`config.mk`:
```
export PLATFORM = sky130hd
export DESIGN_NAME = display_control
export DESIGN_NICKNAME = d
export VERILOG_FILES = /design/src/rtl/display_pkg.sv /design/src/rtl/seg_glyph_decoder.sv /design/src/rtl/display_control.sv
export SDC_FILE = /design/constraint.sdc
export NUM_CORES = 1
export LEC_CHECK = 0
export BUFFER_PORTS_ARGS = -buffer_cell sky130_fd_sc_hd__buf_4
export CORE_AREA = 10 10 47 49
export DETAILED_ROUTE_END_ITERATION = 7
export DIE_AREA = 0 0 57 59
export PLACE_DENSITY = 0.37
export SLEW_MARGIN = 40
export SYNTH_ARGS = -nofsm -noshare
export SYNTH_HDL_FRONTEND = slang
export SYNTH_SLANG_ARGS = --single-unit
export TNS_END_PERCENT = 1
```
`constraint.sdc`:
```
create_clock -name clk -period 0.8 [get_ports clk]
set_input_delay 0.04 -clock clk [delete_from_list [all_inputs] [get_ports clk]]
set_output_delay 0.04 -clock clk [all_outputs]
set_load 0.005 [all_outputs]
```
`src/rtl/display_pkg.sv`:
```
// ----------------------------------------------------------------------------
// display_pkg
// Shared types and constants for the number-guessing game display path.
//   result_t    : 2-bit comparison code produced by the game logic
//   GLYPH_*     : active-high 7-segment patterns, bit6..bit0 = a,b,c,d,e,f,g
//   BLINK_DIV_* : legal range of the blink half-period parameter
// ----------------------------------------------------------------------------
package display_pkg;

    typedef enum logic [1:0] {
        RES_CORRECT = 2'b00,
        RES_UP      = 2'b01,
        RES_DOWN    = 2'b10,
        RES_INVALID = 2'b11
    } result_t;

    // Active-high glyphs (a..g); the top inverts them for common-anode boards.
    localparam logic [6:0] GLYPH_C     = 7'b1001110;
    localparam logic [6:0] GLYPH_U     = 7'b0111110;
    localparam logic [6:0] GLYPH_D     = 7'b0111101;
    localparam logic [6:0] GLYPH_DASH  = 7'b0000001;
    localparam logic [6:0] GLYPH_BLANK = 7'b0000000;

    localparam int unsigned BLINK_DIV_MIN = 2;
    localparam int unsigned BLINK_DIV_MAX = 32'd1 << 26;

endpackage : display_pkg

```
`src/rtl/seg_glyph_decoder.sv`:
```
// ----------------------------------------------------------------------------
// seg_glyph_decoder
// Purely combinational map from a comparison code to an active-high glyph.
// Polarity and registering are handled by the caller.
//   result : comparison code (result_t)
//   glyph  : active-high segment pattern, bit6..bit0 = a..g
// ----------------------------------------------------------------------------
module seg_glyph_decoder
    import display_pkg::*;
(
    input  result_t    result,
    output logic [6:0] glyph
);

    always_comb begin
        glyph = GLYPH_DASH;
        case (result)
            RES_CORRECT: glyph = GLYPH_C;
            RES_UP:      glyph = GLYPH_U;
            RES_DOWN:    glyph = GLYPH_D;
            RES_INVALID: glyph = GLYPH_DASH;
            default:     glyph = GLYPH_DASH;
        endcase
    end

endmodule : seg_glyph_decoder

```
`src/rtl/display_control.sv`:
```
// ----------------------------------------------------------------------------
// display_control
// Registered 7-segment driver for the up/down guessing game. Shows "C", "U",
// "d" or "-" for the comparison code, one clock after it is sampled.
//
// Parameters
//   ACTIVE_LOW : 1 = segment lit when driven 0 (common anode), 0 = active-high
//   BLINK_DIV  : cycles per blink half-period (2 .. 2^26), blink build only
//
// Ports
//   clk         : system clock, rising edge
//   rst         : asynchronous active-high reset; blanks the digit at once
//   result      : comparison code 00 correct, 01 up, 10 down, 11 invalid
//   seg_display : registered segment drive, bit6..bit0 = a..g
//
// Build option
//   DISPLAY_BLINK_EN : when defined, "C" flashes with a BLINK_DIV-cycle
//                      half-period; all other glyphs stay steady.
// ----------------------------------------------------------------------------
module display_control
    import display_pkg::*;
#(
    parameter bit          ACTIVE_LOW = 1'b1,
    parameter int unsigned BLINK_DIV  = 25_000_000
) (
    input  logic       clk,
    input  logic       rst,
    input  logic [1:0] result,
    output logic [6:0] seg_display
);

    localparam logic [6:0] SEG_OFF = ACTIVE_LOW ? ~GLYPH_BLANK : GLYPH_BLANK;

    if (BLINK_DIV < BLINK_DIV_MIN || BLINK_DIV > BLINK_DIV_MAX) begin : g_bad_blink_div
        $error("display_control: BLINK_DIV out of range");
    end

    result_t    res;
    logic [6:0] glyph;
    logic [6:0] shown;
    logic [6:0] seg_d;
    logic [6:0] seg_q;

    assign res = result_t'(result);

    seg_glyph_decoder u_dec (
        .result (res),
        .glyph  (glyph)
    );

`ifdef DISPLAY_BLINK_EN
    localparam int CNT_W = $clog2(BLINK_DIV);
    localparam logic [CNT_W-1:0] CNT_LAST = CNT_W'(BLINK_DIV - 1);

    result_t          prev_q, prev_d;
    logic [CNT_W-1:0] cnt_q, cnt_d;
    logic             phase_on_q, phase_on_d;

    // The counter tracks how many cycles the current phase has been shown.
    // Entering CORRECT restarts it with the phase on, so the first "on"
    // interval is a full BLINK_DIV cycles. Any other code parks it at 0.
    always_comb begin
        prev_d     = res;
        cnt_d      = '0;
        phase_on_d = 1'b1;
        if (res == RES_CORRECT && prev_q == RES_CORRECT) begin
            if (cnt_q == CNT_LAST) begin
                cnt_d      = '0;
                phase_on_d = ~phase_on_q;
            end else begin
                cnt_d      = cnt_q + CNT_W'(1);
                phase_on_d = phase_on_q;
            end
        end
        shown = glyph;
        if (res == RES_CORRECT && !phase_on_d)
            shown = GLYPH_BLANK;
    end

    // prev_q resets to a non-CORRECT code so the first CORRECT after reset
    // counts as an entry.
    always_ff @(posedge clk or posedge rst) begin
        if (rst) begin
            prev_q     <= RES_INVALID;
            cnt_q      <= '0;
            phase_on_q <= 1'b1;
        end else begin
            prev_q     <= prev_d;
            cnt_q      <= cnt_d;
            phase_on_q <= phase_on_d;
        end
    end
`else
    always_comb begin
        shown = glyph;
    end
`endif

    always_comb begin
        seg_d = ACTIVE_LOW ? ~shown : shown;
    end

    always_ff @(posedge clk or posedge rst) begin
        if (rst) seg_q <= SEG_OFF;
        else     seg_q <= seg_d;
    end

    assign seg_display = seg_q;

endmodule : display_control

```
After elaboration in Yosys (flattened, before gate mapping)
Index checks and enable logic that the tools add are counted.
{"block": "word_totals", "ff_bits": 7, "input_bits": 4}
{"block": "classes", "eq_ne": 3, "muxes": 1, "n_bitwise": 1, "reduce_logical": 1}
{"op": "$pmux W7 S4", "n": 1}
{"op": "$not A7 Y7", "n": 1}
{"op": "$eq A2 B2 Y1 const B", "n": 2}
{"op": "$eq A2 B1 Y1 const B", "n": 1}
{"op": "$logic_not A2 Y1", "n": 1}

Logic depth before layout (Yosys ltp)
Gate-level depths: netlist (run 1).
{"block": "logic_depth", "depth_word": 3, "mapped_depth": 3}

Cells and area by module
From an unflattened synthesis (run 1), not the netlist that was laid out.
{"block": "hier_totals", "cells_unflattened": 27, "area_unflattened_um2": 315.3}
{"module": "display_control", "instances": 1, "cells_each": 15, "area_per_inst_um2": 214.0, "seq_area_each_um2": 183.9}
{"module": "seg_glyph_decoder", "instances": 1, "cells_each": 12, "area_per_inst_um2": 101.3, "seq_area_each_um2": 0.0}

Worst setup path after synthesis (run 1)
No wires, ideal clock.
{"block": "synth_timing", "kind": "register to output", "start": "register seg_q[3], in the netlist seg_display[3]", "end": "output seg_display[3]", "t_arrival_ns": 0.611, "slack_ns": 0.149, "path_stages_with_launch": 2, "path_buffers": 1, "cell_sequence": "dfstp_2 buf_4"}
{"element": "start, declared", "line": "display_control.sv:42", "text": "logic [6:0] seg_q;"}
{"element": "start signal, assigned", "line": "display_control.sv:105", "text": "else seg_q <= seg_d;"}
{"element": "end, declared", "line": "display_control.sv:29", "text": "output logic [6:0] seg_display"}
No word-level cell between the ends.

Worst setup path after layout (run 1)
{"block": "layout_timing", "start": "register seg_q[3], in the netlist seg_display[3]", "end": "output seg_display[3]"}
No word-level cell between the ends.

==> impl_metrics.csv, run 1 <==
group,metric,value,unit
synthesis,synth_area_leaders,"dfstp_2, ha_1, inv_1",
synthesis,syn_nets,28,
synthesis,ys_ff_latch,5,
worst_setup_path,worstSetupStartpointType,"register",
placed_design,dp_hpwl,356.8,um
synthesis,yosysTopAreaCell,"dfstp_2",
placed_design,dp_slack,0.1477,ns
worst_setup_path,cpLargestDelayFamily,"flip-flops",
worst_setup_path,worstPathCellList,"buf_4",
floorplan,dieArea,0.003363,sq mm
layout,synthToLayoutAreaGrowth,54.26,%
drt,drcViolationCount,0,
worst_setup_path,critPathSlowestCell,"dfstp_2",
timing,whs,0.07916,ns
worst_setup_path,end_kind,"primary output",
layout,layout.nets,42,
synthesis,seq_area_frac_synth,55.85,%
timing,final.period_utilization,112.5,%
worst_setup_path,path_max_fanout,2,
drt,routed_wl,434,um
synthesis,syn_area,235.2,sq um
global_routing,antenna_found_initial,0,
power,finalPower,669.3,uW
placed_design,io_buffers,10,
timing,hold_violations,0,
timing,slew_violations,0,
drt,wl_per_cell,9.042,um
floorplan,start_util,16.79,%
placed_design,place_congestion,0.5904,
worst_setup_path,slowest_delay,0.52,ns
layout,drive_gt1_share,56.25,%
clocking,cts_sinks,5,
worst_setup_path,crit_arrival,0.86,ns
drt,antenna_left,0,
drt,vias,150,
min_path,worstHoldEndpoint,"seg_display[1]$_DFF_PP1_",
clocking,cts_made_buffers,3,
drt,firstDrtPassIters,1,
global_routing,grt_max_degree,6,
min_path,hp-class,"input port to register",
power,power_frac_comb,14.2,%
timing,finalSetupViolCount,7,
synthesis,ys_warn_count,0,
layout,largest_register_ffs,5,
drt,routed_via_density,3.125,
global_routing,grt-ovfl-total,0,
timing,setup_ws,-0.09999,ns
global_routing,grt_pass1_vias,200,
layout,layout_common_cells,"buf_4, inv_1, ha_1, dfstp_2",
power,p_int,531.9,uW
timing,min_period,0.9000,ns
synthesis,ys_types,5,
power,p_switching,137.4,uW
floorplan,die_y,59,um
run_status,status,"finished, violations left",
min_path,whs_path_depth,3,
min_path,min_from,"result[0]",
timing,fmax,1.111,GHz
clocking,cts_tree,"yes",
synthesis,synth.avg_cell_area,12.38,sq um
clocking,root_buffer,"clkbuf_4",
drt,drt_iter0_markers,0,
clocking,htreeDepth,1,
synthesis,synth_top_area_share,55.85,%
power,p_per_area,1844,mW/mm^2
layout,fin_area,362.8,sq um
global_routing,grt_pass1_wl,828,um
floorplan,row_count,14,
power,p_clk_share,41.9,%
timing,tns,-0.6311,ns
layout,layout_commonest_cell,"buf_4",
timing,rsz0062_at_grt,"true",
timing,max_slew_margin,88.57,%
timing,worst_slew_pin_slew,0.1713,ns
placed_design,place_area,315.3,sq um
floorplan,die_w,57,um
power,power_frac_seq,43.9,%
clocking,clkTransAtPathRegs,0.04,ns
clocking,cts_buffer_depth,2,
worst_setup_path,critPathKind,"register to primary output",
floorplan,io_pins,11,
power,swShare,20.53,%
layout,antenna_cells,0,
worst_setup_path,crit_required,0.76,ns
worst_setup_path,worst-path-buf-inv,1,
global_routing,track_usage,3.517,%
floorplan,core_area,0.001401,sq mm
power,peakVddDrop,369.7,uV
run_status,violations,"negative setup slack",
flow_run,maxCapViolations,0,
synthesis,synthCells,19,
power,leakage,0.1905,nW
==> power by group through the flow <==
stage	logic [mW]	clock network (mW)	registers (mW)
5_1_grt	0.109	0.324	0.296
4_1_cts	0.0984	0.298	0.295
2_1_floorplan	0.0332	0	0.297
3_3_place_gp	0.0878	0	0.294
6_report	0.0948	0.280	0.294
3_5_place_dp	0.0877	0	0.295
==> metrics by stage <==
step	utilization (%)	cells
2_1_floorplan	-	19
3_3_place_gp	22.50	43
3_5_place_dp	22.50	43
4_1_cts	25.89	48
5_1_grt	25.89	48
6_report	25.89	48
==> cell type report <==
| type | instances | area [sq um] |
|---|---|---|
| fill | 160 | 1039 |
| sequential | 5 | 131.4 |
| timing repair buffer | 11 | 96.34 |
| multi-input combinational | 7 | 70.07 |
| clock buffer | 4 | 26.28 |
| tap | 16 | 20.02 |
| inverter | 5 | 18.77 |
==> logic make-up after synthesis <==
logic type    share of synthesized area [%]
flops                                 55.85
buf+inv                               14.36
fa+ha+maj                             26.60
simple gates                          3.193
==> Yosys cell counts <==
cell type	instances
buf_4	2
inv_1	5
ha_1	5
nor2_1	2
dfstp_2	5
==> what timing repair did <==
item / CTS / global route
hold buffers: 1 / 0
endpoints found under the setup margin: 7 / 7
setup buffers: 0 / 0
resized for setup: 3 / 0
hold endpoints to repair: 5 / 0
cloned: 0 / 0
==> metal layers <==
metal / wire (um) / track usage, % / part of all wire (%)
met5: 0 / 0 / 0
met4: 26 / 7.047 / 6.0
met3: 71 / 2.575 / 16
met2: 165 / 3.566 / 38
met1: 171 / 3.008 / 39
==> how the worst max path moves through the flow <==
stage | startpoint | end | slack, ns | cells after the start
global placement | seg_display[3]$_DFF_PP1_ | seg_display[2] | 0.15 | 1
global route | seg_display[5]$_DFF_PP1_ | seg_display[4] | -0.14 | 1
detailed placement | seg_display[3]$_DFF_PP1_ | seg_display[3] | 0.15 | 1
CTS | seg_display[3]$_DFF_PP1_ | seg_display[3] | -0.12 | 1
finish | seg_display[3]$_DFF_PP1_ | seg_display[3] | -0.1 | 1
floorplan | seg_display[3]$_DFF_PP1_ | seg_display[3] | 0.15 | 1
Power figures use the tool's default switching activity.
==> run 2, diff against run 1 <==
Settings changed: MAX_ROUTING_LAYER set to met4.
==> run 2 against run 1 <==
Net effect: the run still ends with negative setup slack left; flip-flop and latch count did not move; first-iteration DRC count unchanged; clock power barely moved; maximum frequency about the same; worst hold slack hardly changed; via count is the same; cell area did not move; critical endpoint unchanged; largest cell class unchanged.
==> impl_metrics.csv, run 2 (synthesis results as in run 1) <==
group,metric,value,unit
timing,slew_violations,0,
floorplan,core_area,0.001401,sq mm
min_path,hp-class,"input port to register",
worst_setup_path,worstSetupStartpointType,"register",
placed_design,dp_hpwl,356.8,um
timing,final.period_utilization,112.5,%
worst_setup_path,slowest_delay,0.52,ns
drt,drcViolationCount,0,
global_routing,met1_usage,3.249,%
layout,largest_register_ffs,5,
layout,drive_gt1_share,56.25,%
clocking,cts_tree,"yes",
floorplan,die_w,57,um
layout,antenna_cells,0,
floorplan,io_pins,11,
global_routing,grt_pass1_vias,200,
floorplan,die_y,59,um
worst_setup_path,critPathSlowestCell,"dfstp_2",
drt,wl_per_cell,9.188,um
power,finalPower,669.5,uW
power,peakVddDrop,369.7,uV
drt,firstDrtPassIters,1,
drt,routed_via_density,3.125,
floorplan,start_util,16.79,%
worst_setup_path,worst-path-buf-inv,1,
clocking,root_buffer,"clkbuf_4",
worst_setup_path,cpLargestDelayFamily,"flip-flops",
timing,whs,0.07914,ns
flow_run,maxCapViolations,0,
power,leakage,0.1905,nW
clocking,cts_buffer_depth,2,
clocking,cts_made_buffers,3,
floorplan,dieArea,0.003363,sq mm
layout,layout_common_cells,"buf_4, inv_1, ha_1, dfstp_2",
placed_design,place_congestion,0.5938,
run_status,violations,"negative setup slack",
clocking,htreeDepth,1,
timing,fmax,1.111,GHz
timing,worst_slew_pin_slew,0.1714,ns
worst_setup_path,worstPathCellList,"buf_4",
worst_setup_path,critPathKind,"register to primary output",
global_routing,track_usage,3.616,%
layout,layout.nets,42,
global_routing,use_met2,3.566,%
worst_setup_path,crit_required,0.76,ns
drt,routed_wl,441,um
timing,min_period,0.9000,ns
layout,layout_commonest_cell,"buf_4",
timing,rsz0062_at_grt,"true",
global_routing,antenna_found_initial,0,
clocking,clkTransAtPathRegs,0.04,ns
global_routing,grt_max_degree,6,
clocking,cts_sinks,5,
timing,hold_violations,0,
run_status,status,"finished, violations left",
global_routing,grt-ovfl-total,0,
drt,drt_iter0_markers,0,
global_routing,grt_pass1_wl,828,um
layout,synthToLayoutAreaGrowth,54.26,%
layout,num-fill-cells,160,
drt,vias,150,
timing,finalSetupViolCount,7,
timing,max_slew_margin,88.56,%
worst_setup_path,end_kind,"primary output",
power,p_per_area,1845,mW/mm^2
worst_setup_path,path_max_fanout,2,
timing,setup_ws,-0.1000,ns
worst_setup_path,crit_arrival,0.86,ns
placed_design,io_buffers,10,
floorplan,row_count,14,
global_routing,busiest_layer,"met4",
global_routing,grtUsageMet3,2.146,%
clocking,cts_setup_buffers,0,
drt,antenna_left,0,
layout,post-route-util,25.89,%
[run 2: layer usage]
metal	up-vias	wire length, um
met5	-	0
li1	76	-
met2	11	167
met4	0	23
met1	61	185
met3	2	64
[run 2: final cells by class]
cell class / count / area [sq um] / share of cell area (%)
repair buffers: 11 / 96.34 / 26.55
multi-input cells: 7 / 70.07 / 19.31
flip-flops and latches: 5 / 131.4 / 36.21
inverters: 5 / 18.77 / 5.172
clock buffers: 4 / 26.28 / 7.241
well taps: 16 / 20.02 / 5.517
[run 2: final timing paths]
kind                                           from                       end  slack [ns]  depth (start not counted)
min in group asynchronous                       rst  seg_display[5]$_DFF_PP1_        0.47                          3
max in group asynchronous                       rst  seg_display[3]$_DFF_PP1_        0.31                          3
min                                       result[0]  seg_display[1]$_DFF_PP1_        0.08                          3
max                        seg_display[3]$_DFF_PP1_            seg_display[3]       -0.10                          1
[run 2: stage by stage]
step | instance area, sq um | TNS [ns] | setup WS, ns | instances
finish | 362.8 | -0.6318 | -0.1000 | 48
global route | 362.8 | -0.8773 | -0.1378 | 48
CTS | 362.8 | -0.7470 | -0.1157 | 48
floorplan | 235.2 | 0 | 0.1487 | 19
global placement | 315.3 | 0 | 0.1520 | 43
detailed placement | 315.3 | 0 | 0.1477 | 43
[run 2: power by group]
group	internal, mW	leakage, nW	switching, mW	total (mW)
sequential	0.286	0.0526	0.00831	0.294
combinational	0.0582	0.123	0.0367	0.0949
clock	0.188	0.0150	0.0926	0.280
total	0.532	0.191	0.138	0.669
[run 2: what timing repair did]
action / CTS / global route
resized for setup: 3 / 0
hold buffers: 1 / 0
cloned: 0 / 0
endpoints found under the hold margin: 5 / 0
setup endpoints to repair: 7 / 7
